**src/rtl/hazard_scoreboard.sv**
```systemverilog
// Purpose: pipeline hazard unit with load-use/branch stalls, D/E forwarding and a one-entry MD scoreboard.
// Latency: hazards/forwards are combinational; an MD op holds md_busy for MD_LAT cycles after the accepting edge.
// Backpressure: decode stalls on load-use, branch or pending-MD dependency; HAZ_PERF_EN adds saturating stall counters.
module hazard_scoreboard #(
    parameter int RW     = 5,
    parameter int MD_LAT = 32,
    parameter int CNTW   = 8
) (
    input  logic          clk,
    input  logic          reset,
    input  logic          branchD,
    input  logic          memtoregE,
    input  logic          regwriteE,
    input  logic          memtoregM,
    input  logic          regwriteM,
    input  logic          regwriteW,
    input  logic          md_startD,
    input  logic          md_startE,
    input  logic [RW-1:0] md_wregE,
    input  logic [RW-1:0] rsD,
    input  logic [RW-1:0] rtD,
    input  logic [RW-1:0] rsE,
    input  logic [RW-1:0] rtE,
    input  logic [RW-1:0] writeregE,
    input  logic [RW-1:0] writeregM,
    input  logic [RW-1:0] writeregW,
    output logic          stallF,
    output logic          stallD,
    output logic          flushE,
    output logic          forwardaD,
    output logic          forwardbD,
    output logic [1:0]    forwardaE,
    output logic [1:0]    forwardbE,
    output logic          md_busy,
    output logic          md_done,
    output logic          md_err,
    output logic [31:0]   perf_stall,
    output logic [31:0]   perf_mdstall
);

    typedef enum logic {IDLE = 1'b0, BUSY = 1'b1} mdState_t;

    localparam logic [CNTW-1:0] CNT_LOAD = CNTW'(MD_LAT - 1);

    mdState_t        state, stateNext;
    logic [CNTW-1:0] cnt, cntNext;
    logic [RW-1:0]   pendReg, pendNext;
    logic            errQ, errNext;

    logic lwStall, bsc1, bsc2, branchStall, mdStall, pendHit;

    // Load-use and branch-compare hazards; register 0 never matches.
    assign lwStall     = memtoregE && (rtE != '0) && ((rtE == rsD) || (rtE == rtD));
    assign bsc1        = regwriteE && (writeregE != '0) && ((writeregE == rsD) || (writeregE == rtD));
    assign bsc2        = memtoregM && (writeregM != '0) && ((writeregM == rsD) || (writeregM == rtD));
    assign branchStall = branchD && (bsc1 || bsc2);

    assign forwardaD = (rsD != '0) && (rsD == writeregM) && regwriteM;
    assign forwardbD = (rtD != '0) && (rtD == writeregM) && regwriteM;

    // Execute-stage forwarding: memory stage wins over writeback.
    always_comb begin
        forwardaE = 2'b00;
        forwardbE = 2'b00;
        if ((rsE != '0) && (rsE == writeregM) && regwriteM)      forwardaE = 2'b10;
        else if ((rsE != '0) && (rsE == writeregW) && regwriteW) forwardaE = 2'b01;
        if ((rtE != '0) && (rtE == writeregM) && regwriteM)      forwardbE = 2'b10;
        else if ((rtE != '0) && (rtE == writeregW) && regwriteW) forwardbE = 2'b01;
    end

    assign md_busy = (state == BUSY);
    assign md_done = md_busy && (cnt == '0);
    assign md_err  = errQ;

    // The write-first register file makes the md_done cycle safe, so only earlier busy cycles stall.
    assign pendHit = (pendReg != '0) && ((rsD == pendReg) || (rtD == pendReg));
    assign mdStall = md_busy && !md_done && (pendHit || md_startD);

    assign flushE = lwStall || branchStall || mdStall;
    assign stallD = flushE;
    assign stallF = flushE;

    // MD sequencer next-state: accept in IDLE or in the done cycle, flag issues while still counting.
    always_comb begin
        stateNext = state;
        cntNext   = cnt;
        pendNext  = pendReg;
        errNext   = errQ;
        case (state)
            IDLE: begin
                if (md_startE) begin
                    stateNext = BUSY;
                    cntNext   = CNT_LOAD;
                    pendNext  = md_wregE;
                end
            end
            BUSY: begin
                if (cnt == '0) begin
                    if (md_startE) begin
                        cntNext  = CNT_LOAD;
                        pendNext = md_wregE;
                    end else begin
                        stateNext = IDLE;
                        pendNext  = '0;
                    end
                end else begin
                    cntNext = cnt - CNTW'(1);
                    if (md_startE) errNext = 1'b1;
                end
            end
            default: stateNext = IDLE;
        endcase
    end

    // MD sequencer state; reset aborts any op in flight without a done pulse.
    always_ff @(posedge clk or negedge reset) begin
        if (!reset) begin
            state   <= IDLE;
            cnt     <= '0;
            pendReg <= '0;
            errQ    <= 1'b0;
        end else begin
            state   <= stateNext;
            cnt     <= cntNext;
            pendReg <= pendNext;
            errQ    <= errNext;
        end
    end

`ifdef HAZ_PERF_EN
    logic [31:0] perfStallQ, perfMdStallQ;

    // Saturating stall-cycle counters.
    always_ff @(posedge clk or negedge reset) begin
        if (!reset) begin
            perfStallQ   <= '0;
            perfMdStallQ <= '0;
        end else begin
            if (flushE && (perfStallQ != '1))    perfStallQ   <= perfStallQ + 32'd1;
            if (mdStall && (perfMdStallQ != '1)) perfMdStallQ <= perfMdStallQ + 32'd1;
        end
    end

    assign perf_stall   = perfStallQ;
    assign perf_mdstall = perfMdStallQ;
`else
    assign perf_stall   = '0;
    assign perf_mdstall = '0;
`endif

endmodule

```
**config.mk**
```make
export PLATFORM = sky130hd
export DESIGN_NAME = hazard_scoreboard
export DESIGN_NICKNAME = d
export VERILOG_FILES = /design/src/rtl/hazard_scoreboard.sv
export SDC_FILE = /design/constraint.sdc
export NUM_CORES = 1
export LEC_CHECK = 0
export BUFFER_PORTS_ARGS = -buffer_cell sky130_fd_sc_hd__buf_2
export CORE_ASPECT_RATIO = 0.5
export CORE_MARGIN = 5
export CORE_UTILIZATION = 48
export CTS_CLUSTER_SIZE = 10
export DETAILED_ROUTE_END_ITERATION = 10
export PLACE_DENSITY = 0.95
export SYNTH_ARGS = -nofsm -noshare
export SYNTH_HDL_FRONTEND = slang
export SYNTH_SLANG_ARGS = --single-unit
```
**constraint.sdc**
```tcl
create_clock -name clk -period 3.65 [get_ports clk]
set_input_delay 0.365 -clock clk [delete_from_list [all_inputs] [get_ports clk]]
set_output_delay 0.365 -clock clk [all_outputs]
set_load 0.02 [all_outputs]
```
Word level (Yosys, flattened, before mapping)

Cells that the tools add are included.

Register bits: 15
Output and inout port bits: 76

Reductions and logical operators: 42
Equality and inequality tests: 16
$add $sub $neg: 1
Muxes and demuxes: 14
Bitwise logic cells: 2

Operators by type and width:

| kind                                                                     | count |
|---|---|
| 5-bit equality test                                                      | 14 |
| 5-bit nonzero test                                                       | 7 |
| 1-bit logical AND                                                        | 23 |
| 8-bit 2-to-1 mux                                                         | 2 |
| 8-bit one-hot mux with 2 select lines                                    | 1 |
| 5-bit 2-to-1 mux                                                         | 3 |
| 5-bit one-hot mux with 2 select lines                                    | 1 |
| 8-bit logical NOT                                                        | 1 |
| 1-bit logical OR                                                         | 8 |
| 8-bit by 1-bit subtractor with 8-bit output (second input constant)      | 1 |
| 1-bit 2-to-1 mux                                                         | 4 |
| 2-bit 2-to-1 mux                                                         | 2 |
| 3-bit AND reduction                                                      | 1 |
| 2-bit by 1-bit inequality test with 1-bit output (second input constant) | 1 |
| 2-bit inequality test (second input constant)                            | 1 |
| 1-bit inverter                                                           | 2 |
| 1-bit one-hot mux with 2 select lines                                    | 1 |
| 2-bit AND reduction                                                      | 1 |
| 1-bit logical NOT                                                        | 1 |

Logic depth before layout (Yosys ltp)

Gate-level depths: netlist of the first run.

Word-level depth: 7
Depth in mapped cells: 8
Gate-level depth less buffers: 8

Least setup slack after synthesis of the first run

No wires, ideal clock.

Path kind: input port to output port
From: input port rtE[1]
To: output port forwardbE[0]
Slack: 1.218 ns
Arrival: 2.067 ns
Data required time: 3.285 ns
Stages on the path: 5
Path buffers: 1
Path through: clkbuf_1 > or4_1 > nor2_1 > nor4_1 > nor4_1

Longest elaborated chain between the ends: 5
Elaborated cells between the ends (all ways): 9
Those cells by class: eq/ne: 2; mux: 2; reduce/logical: 5

RTL lines:

| item                                                      | RTL line | RTL |
|---|---|---|
| from (decl)                                               | 23       | `input logic [RW-1:0] rtE,` |
| 5-bit equality test or 5-bit nonzero test (tied branches) | 68, 67   |  |
| 1-bit logical AND (2 in series)                           | 68       | `else if ((rtE != '0) && (rtE == writeregW) && regwriteW) forwardbE = 2'b01;` |
| 1-bit 2-to-1 mux                                          | 68       |  |
| 2-bit 2-to-1 mux *                                        | 67       | `if ((rtE != '0) && (rtE == writeregM) && regwriteM) forwardbE = 2'b10;` |
| to (decl)                                                 | 33       | `output logic [1:0] forwardbE,` |

Mark *: on every way between the ends. The rest lies on a longest branch, timed or not.

Worst setup path in the final report of the first run

From: register cnt[3]
To: output port stallD

Longest elaborated chain between the ends: 6

RTL lines:

| item                            | RTL line | RTL |
|---|---|---|
| from (decl)                     | 46       | `logic [CNTW-1:0] cnt, cntNext;` |
| from (signal assigned)          | 124      | `cnt <= cntNext;` |
| 8-bit logical NOT               | 72       | `assign md_done = md_busy && (cnt == '0);` |
| 1-bit logical AND               | 72       |  |
| 1-bit logical NOT               | 77       | `assign mdStall = md_busy && !md_done && (pendHit \|\| md_startD);` |
| 1-bit logical AND (2 in series) | 77       |  |
| 1-bit logical OR                | 79       | `assign flushE = lwStall \|\| branchStall \|\| mdStall;` |
| to (decl)                       | 28       | `output logic stallD,` |

Every way passes these cells.

==> run summary, run 1 <==
Final Non-Filler Cells -> 355
Class of the most critical setup path -> register to output pin
Via density -> 4.74
Mux share of post-synthesis cell area -> 0
Final setup TNS -> 0 ns
Top-count cell post-synth -> buf_4
Peak supply drop -> 0.000249 V
Largest net degree at the start of global routing -> 17
Initial antenna violation count -> 0
Syn Area/Cell -> 8.01 sq um
# H-tree levels -> 1
Synth area leader -> buf_4
Final slew viol count -> 0
Final ANT Viol Nets -> 0
Clock Sinks -> 15
Clock skew -> 0.000711 ns
Synthesized flop and latch total -> 15
Chip width -> 103 microns
Fin Hold WS -> 0.0107 ns
Maxcap violations -> 0
Pwr Total -> 0.494 mW
Pre-Repair DR Iteration Count -> 4
Die Height -> 56.6 microns
Initial Util -> 0.515
CP arrival -> 2.24 ns
Iter 0 DRT Violations -> 46
Die Footprint -> 5840 sq um
Min cycle time layout -> 2.60 ns
Multi-input logic area -> 1350 sq um
Detailed-route via count -> 1,683
WL met3 -> 397 microns
Max_slew headroom -> 0.631
Met1 WL -> 1800 microns
Inst Count DP -> 351
Root Driver -> clkbuf_8
GRT Util Overall -> 0.156
FF-to-FF path depth -> 4
Synth warn -> 0
Unique cell type count in the Yosys netlist -> 37
Critical Path Sink Type -> output pin
Synth Area in Simple Gates -> 0.150
Average routed wire per standard cell -> 13.2 microns
Final setup viols -> 0
GPL Wtd Cong -> 0.848
Mapped Area -> 2080 sq um
Cell leakage power -> 0.972 nW
Required time of the critical path -> 3.28 ns
Post-synthesis xor/xnor area fraction -> 0.256
PwrDens -> 229 nW/um^2
Total CTS buffers -> 3
Status -> finished clean
Area fraction in compound gates after synthesis -> 0.115
Final Hold Vio Count -> 0
TritonCTS clock tree -> built
Top post-synthesis cells by area -> buf_4 (24%), xnor2_1 (20%), dfrtp_1 (18%)
Worst-Margin Slew -> 0.553 ns
RSZ-0062 raised after global routing -> false
Top cell type's share of synthesized area -> 0.241
Area grow syn2layout -> 3.66%
# IOs -> 126
Post-cts sizing count -> 0
Top routing layer used -> met4
Largest family of logic cells by synthesized area -> buffers and inverters
Storage element area -> 375 sq um
Syn Inst Count -> 260
Clk slew on worst S/H paths -> 0.06 ns
Post-DP HPWL -> 4070 microns
Fmax -> 384 MHz
Seq/Total Area, Yosys -> 0.180
Worst min-delay path class -> input port to asynchronous set/reset pin
Placement Setup Slack -> 1.31 ns
Async S/R FF share, synth -> 1.00
Post-synth EDFFs -> 0
Number of antenna diodes -> 0
Nets -> 354
Clock Path Buffers -> 2
Commonest cells post-synth -> buf_4 (67), xnor2_1 (48), clkbuf_1 (17), dfrtp_1 (15), xor2_1 (13)
Filler cells -> 372
Vias in the first global route -> 1,613
Max Fanout on Critical Path -> 16
Clk_lat worst skew -> 0.25 ns
Post-synthesis adder-cell area fraction -> 0.0120
Main synth FF type -> dfrtp_1
Setup WS post-layout -> 1.05 ns
Setup Fix Bufs, Post-CTS -> 0
DRC viols -> 0
Cell Rows -> 16
FF-to-FF End -> pendReg[0]$_DFFE_PN0P_
Reg2Reg Setup Slack -> 1.36 ns
Core Util, Final -> 0.534
Final clock period utilization by the worst path -> 0.713
Overall routed net length -> 4690 microns
I/O Buffers -> 61
Share of layout cells above drive strength 1 -> 0.229
Finished Cell Area -> 2160 sq um
Worst setup SP type -> register
Global route overflow -> 0
Core area -> 4040 sq um
First-pass GRT wire length -> 7460 microns
Placed Area -> 2110 sq um
Hold buffers post-CTS -> 0
Critical R2R Launch -> cnt[3]$_DFF_PN0_
Routed wire length on met2 -> 2420 microns
[worst max path at each step]
stage | from | to | cells past startpoint
final | cnt[3]$_DFF_PN0_ | stallD | 4
after floorplan | rtE[1] | forwardbE[0] | 5
after CTS | cnt[3]$_DFF_PN0_ | stallD | 4
after global routing | cnt[3]$_DFF_PN0_ | stallD | 4
after detailed placement | cnt[3]$_DFF_PN0_ | stallD | 4
after global placement | cnt[3]$_DFF_PN0_ | stallD | 4
[logic make-up after synthesis]
logic type / Yosys count
flops: 15
buf+inv: 91
xor+xnor: 61
other cells: 1
fa+ha+maj: 2
compound gates: 32
simple gates: 58
[registers in the layout (all words and copies together), names as in the netlist]
register and flops:
pendReg 5, md_err 1, cnt 8, md_busy 1
[where the power goes]
group	internal [mW]	total [mW]	switching, mW
registers	0.166	0.166	0.0000000000000000133
logic	0.0647	0.195	0.131
clock network	0.0773	0.133	0.0553
total	0.308	0.494	0.186
[layout by cell type (no fill, tap or decap)]
master / synthesis / routed
a21oi_1: 3 / 3
a22o_1: 6 / 6
a31oi_1: 1 / 1
and2_1: 1 / 1
and2_2: 1 / 1
buf_2: 0 / 61
clkbuf_1: 17 / 1
clkbuf_8: 0 / 3
conb_1: 1 / 64
dfrtp_1: 15 / 15
ha_1: 2 / 2
inv_1: 3 / 3
inv_2: 1 / 1
nand2_1: 9 / 9
nand2b_1: 3 / 3
nand3_1: 8 / 8
nand4_1: 4 / 4
nor2_1: 9 / 9
nor2b_1: 2 / 2
nor3_1: 7 / 7
nor4_1: 4 / 4
nor4b_1: 1 / 1
o2111ai_1: 3 / 3
o21ai_0: 9 / 9
o21bai_1: 1 / 1
o221ai_1: 1 / 1
o22a_1: 1 / 1
o22ai_1: 2 / 2
o311a_1: 2 / 2
o31ai_1: 2 / 2
o31ai_4: 1 / 1
or2_2: 1 / 1
or3_1: 3 / 3
or4_1: 4 / 4
or4_4: 1 / 1
xnor2_1: 48 / 48
xor2_1: 13 / 13
[metal layers]
metal	global-route usage	vias up
li1	-	816
met1	0.181	782
met2	0.290	77
met3	0.0272	8
met4	0.0424	0
met5	0	-
[final cells by class]
| cell class | count | share of cell area |
|---|---|---|
| clock buffer | 4 | 0.0209 |
| inverter | 4 | 0.00695 |
| timing repair buffer | 61 | 0.141 |
| sequential | 15 | 0.174 |
| multi-input combinational | 217 | 0.626 |
| tap | 54 | 0.0313 |
[critical path: stages (launching register included)]
cell,delay [ns]
dfrtp_1,0.42
or4_4,0.58
o31ai_4,0.53
o2111ai_1,0.25
buf_2,0.21
(Power assumes the default switching activity.)
==> run 2: changes to the inputs <==
--- a/config.mk
+++ b/config.mk
@@ -5,13 +5,14 @@
 export SDC_FILE = /design/constraint.sdc
 export NUM_CORES = 1
 export LEC_CHECK = 0
+export ABC_AREA = 1
 export BUFFER_PORTS_ARGS = -buffer_cell sky130_fd_sc_hd__buf_2
 export CORE_ASPECT_RATIO = 0.5
 export CORE_MARGIN = 5
-export CORE_UTILIZATION = 48
+export CORE_UTILIZATION = 41
 export CTS_CLUSTER_SIZE = 10
 export DETAILED_ROUTE_END_ITERATION = 10
-export PLACE_DENSITY = 0.95
+export PLACE_DENSITY = 0.9
 export SYNTH_ARGS = -nofsm -noshare
 export SYNTH_HDL_FRONTEND = slang
 export SYNTH_SLANG_ARGS = --single-unit
==> constraint.sdc (replaced) <==
create_clock -name clk -period 2.3 [get_ports clk]
set_input_delay 0.23 -clock clk [delete_from_list [all_inputs] [get_ports clk]]
set_output_delay 0.23 -clock clk [all_outputs]
set_load 0.02 [all_outputs]
==> run 2 against run 1 <==
  * Largest power group unchanged
  * Non-clock buffer count up 1
  * Critical endpoint is now stallF
  * Core utilization down 8.1 points
  * Worst setup slack worse by 0.73 ns
  * First-iteration DRC count up 140%
  * Sequential share of layout area down 2.2 points
  * Global-route usage down 0.99 points
==> run summary, run 2 <==
Filler cells -> 581
Nets -> 485
I/O Buffers -> 61
Commonest non-fill, non-tap cell in the layout -> nand2_1
Core area -> 5440 sq um
Peak supply drop -> 0.000393 V
Worst setup SP type -> register
CP arrival -> 1.75 ns
Synth area leader -> buf_4
Crit-path max cell delay -> 0.37 ns
GRT Util Overall -> 0.146
Root Driver -> clkbuf_8
First-pass GRT wire length -> 8710 microns
TritonCTS clock tree -> built
Setup Fix Bufs, Post-CTS -> 0
Final Hold Vio Count -> 0
Largest register FFs -> 8
Area grow syn2layout -> 7.53%
Final slew viol count -> 0
Class of the most critical setup path -> register to output pin
RSZ-0062 raised after global routing -> false
Iter 0 DRT Violations -> 111
Average routed wire per standard cell -> 11.1 microns
Syn Area/Cell -> 6.15 sq um
Syn Inst Count -> 373
Crit-path cells -> inv_1 -> ha_1 -> inv_1 -> nor2_1 -> a21oi_4 -> nand2_1 -> nand3_1 -> buf_2
Biggest regs -> cnt x8, pendReg x5
Biggest register -> cnt
Via density -> 4.41
Min cycle time layout -> 1.98 ns
Storage element area -> 375 sq um
Initial antenna violation count -> 0
Global route overflow -> 0
# H-tree levels -> 1
Slowest-stage cell, CP -> dfrtp_1
Cell leakage power -> 1.47 nW
Final clock period utilization by the worst path -> 0.860
Top-count cell post-synth -> nand2_1
Total CTS buffers -> 3
Clock Path Buffers -> 2
Overall routed net length -> 5600 microns
PwrDens -> 599 nW/um^2
Detailed-route via count -> 2,225
# IOs -> 126
Top cell type's share of synthesized area -> 0.216
Status -> finished clean
Vias in the first global route -> 1,986
Hold depth -> 3
Pre-Repair DR Iteration Count -> 4
Chip width -> 116 microns
Clk_lat worst skew -> 0.25 ns
Unique cell type count in the Yosys netlist -> 34
Top post-synthesis cells by area -> buf_4 (22%), nand2_1 (17%), dfrtp_1 (16%)
Async S/R FF share, synth -> 1.00
Clock skew -> 0.00298 ns
GPL Wtd Cong -> 0.906
Required time of the critical path -> 2.07 ns
Maxcap violations -> 0
Number of antenna diodes -> 0
Initial Util -> 0.421
Clk slew on worst S/H paths -> 0.06 ns
Share of layout cells above drive strength 1 -> 0.176
Post-DP HPWL -> 4850 microns
Synth warn -> 0
Fmax -> 506 MHz
Main synth FF type -> dfrtp_1
Critical Path Sink Type -> output pin
Most frequent cell on the critical path -> inv_1
DRC viols -> 0
Synthesized flop and latch total -> 15
Die Height -> 62.9 microns
Worst min-delay path class -> input port to register
Largest net degree at the start of global routing -> 16
Post-synth EDFFs -> 0
Seq/Total Area, Yosys -> 0.164
Commonest cells post-synth -> nand2_1 (105), buf_4 (66), inv_1 (50), nand3_1 (24), nor2_1 (24)
Core Util, Final -> 0.453
Final setup viols -> 0
Most frequent cells in the layout -> nand2_1 (105), conb_1 (64), buf_2 (61)
Cell Rows -> 19
Final ANT Viol Nets -> 0
Die Footprint -> 7280 sq um
FF-to-FF path depth -> 8
Final setup TNS -> 0 ns
Clock Sinks -> 15
Mapped Area -> 2290 sq um
Max Fanout on Critical Path -> 9
Multi-input logic area -> 1430 sq um
-- run 2: logic make-up (layout without fill, tap and decap cells) --
family                     Yosys count  after routing  synth area share
DFF                                 15             15             0.164
AOI/OAI and AO/OA                   37             37             0.107
other                                1             64           0.00164
buffers and inverters              124            120             0.314
xor gates and xnor gates            21             21            0.0802
and+or+nand+nor                    173            173             0.322
adders and majority gates            2              2            0.0109
-- run 2: repair_timing --
item                      4_1_cts  5_1_grt
hold endpoints to repair       15        0
gates resized for setup         0        0
hold buffers                    1        0
-- run 2: area by class of cell --
type,instances,area share
Sequential cell,15,0.152
Clock buffer,4,0.0183
Inverter,54,0.0832
Timing Repair Buffer,62,0.128
Tap cell,73,0.0371
Multi-Input combinational cell,297,0.581
-- run 2: power breakdown --
part	internal, mW	total, mW	switching, mW
Sequential	0.370	0.454	0.0835
Clock	0.123	0.214	0.0918
Combinational	0.284	0.809	0.525
-- run 2: path summary, 6_finish.rpt --
check | startpoint | end | slack, ns
worst max-delay path | cnt[0]$_DFF_PN0_ | stallF | 0.32
worst min-delay path | md_wregE[1] | pendReg[1]$_DFFE_PN0P_ | 0.22
worst max register to register | cnt[0]$_DFF_PN0_ | cnt[2]$_DFF_PN0_ | 0.75
worst min register to register | md_err$_DFFE_PN0P_ | md_err$_DFFE_PN0P_ | 0.48
max in group asynchronous | reset | pendReg[2]$_DFFE_PN0P_ | 1.64
min in group asynchronous | reset | cnt[3]$_DFF_PN0_ | 0.41
-- run 2: worst max-delay path, delay by kind of cell (launching register included) --
family	cells	cell delay, ns
AND/OR/NAND/NOR	3	0.30
flip-flops	1	0.37
adder cells (fa/ha/maj)	1	0.19
AO/OA/AOI/OAI	1	0.34
buffers and inverters	3	0.30
-- run 2: metal layers --
layer	part of all wire	wire, microns	global-route usage	up-vias
met2	0.49	2760	0.254	88
met3	0.095	533	0.0213	4
met1	0.40	2260	0.187	977
li1	-	-	-	1156
met4	0.0098	55	0.0405	0
met5	0	0	0	-
-- run 2: stage by stage --
step / hold slack, ns / cells / setup slack [ns] / power (mW) / instance area (sq um)
after global placement: 0.141 / 500 / 0.640 / 1.25 / 2410
after detailed placement: 0.158 / 500 / 0.568 / 1.27 / 2410
after CTS: 0.217 / 505 / 0.291 / 1.49 / 2460
final: 0.222 / 505 / 0.323 / 1.48 / 2460
after global routing: 0.230 / 505 / 0.149 / 1.63 / 2460
after floorplan: -0.0656 / 436 / 0.561 / 1.17 / 2530
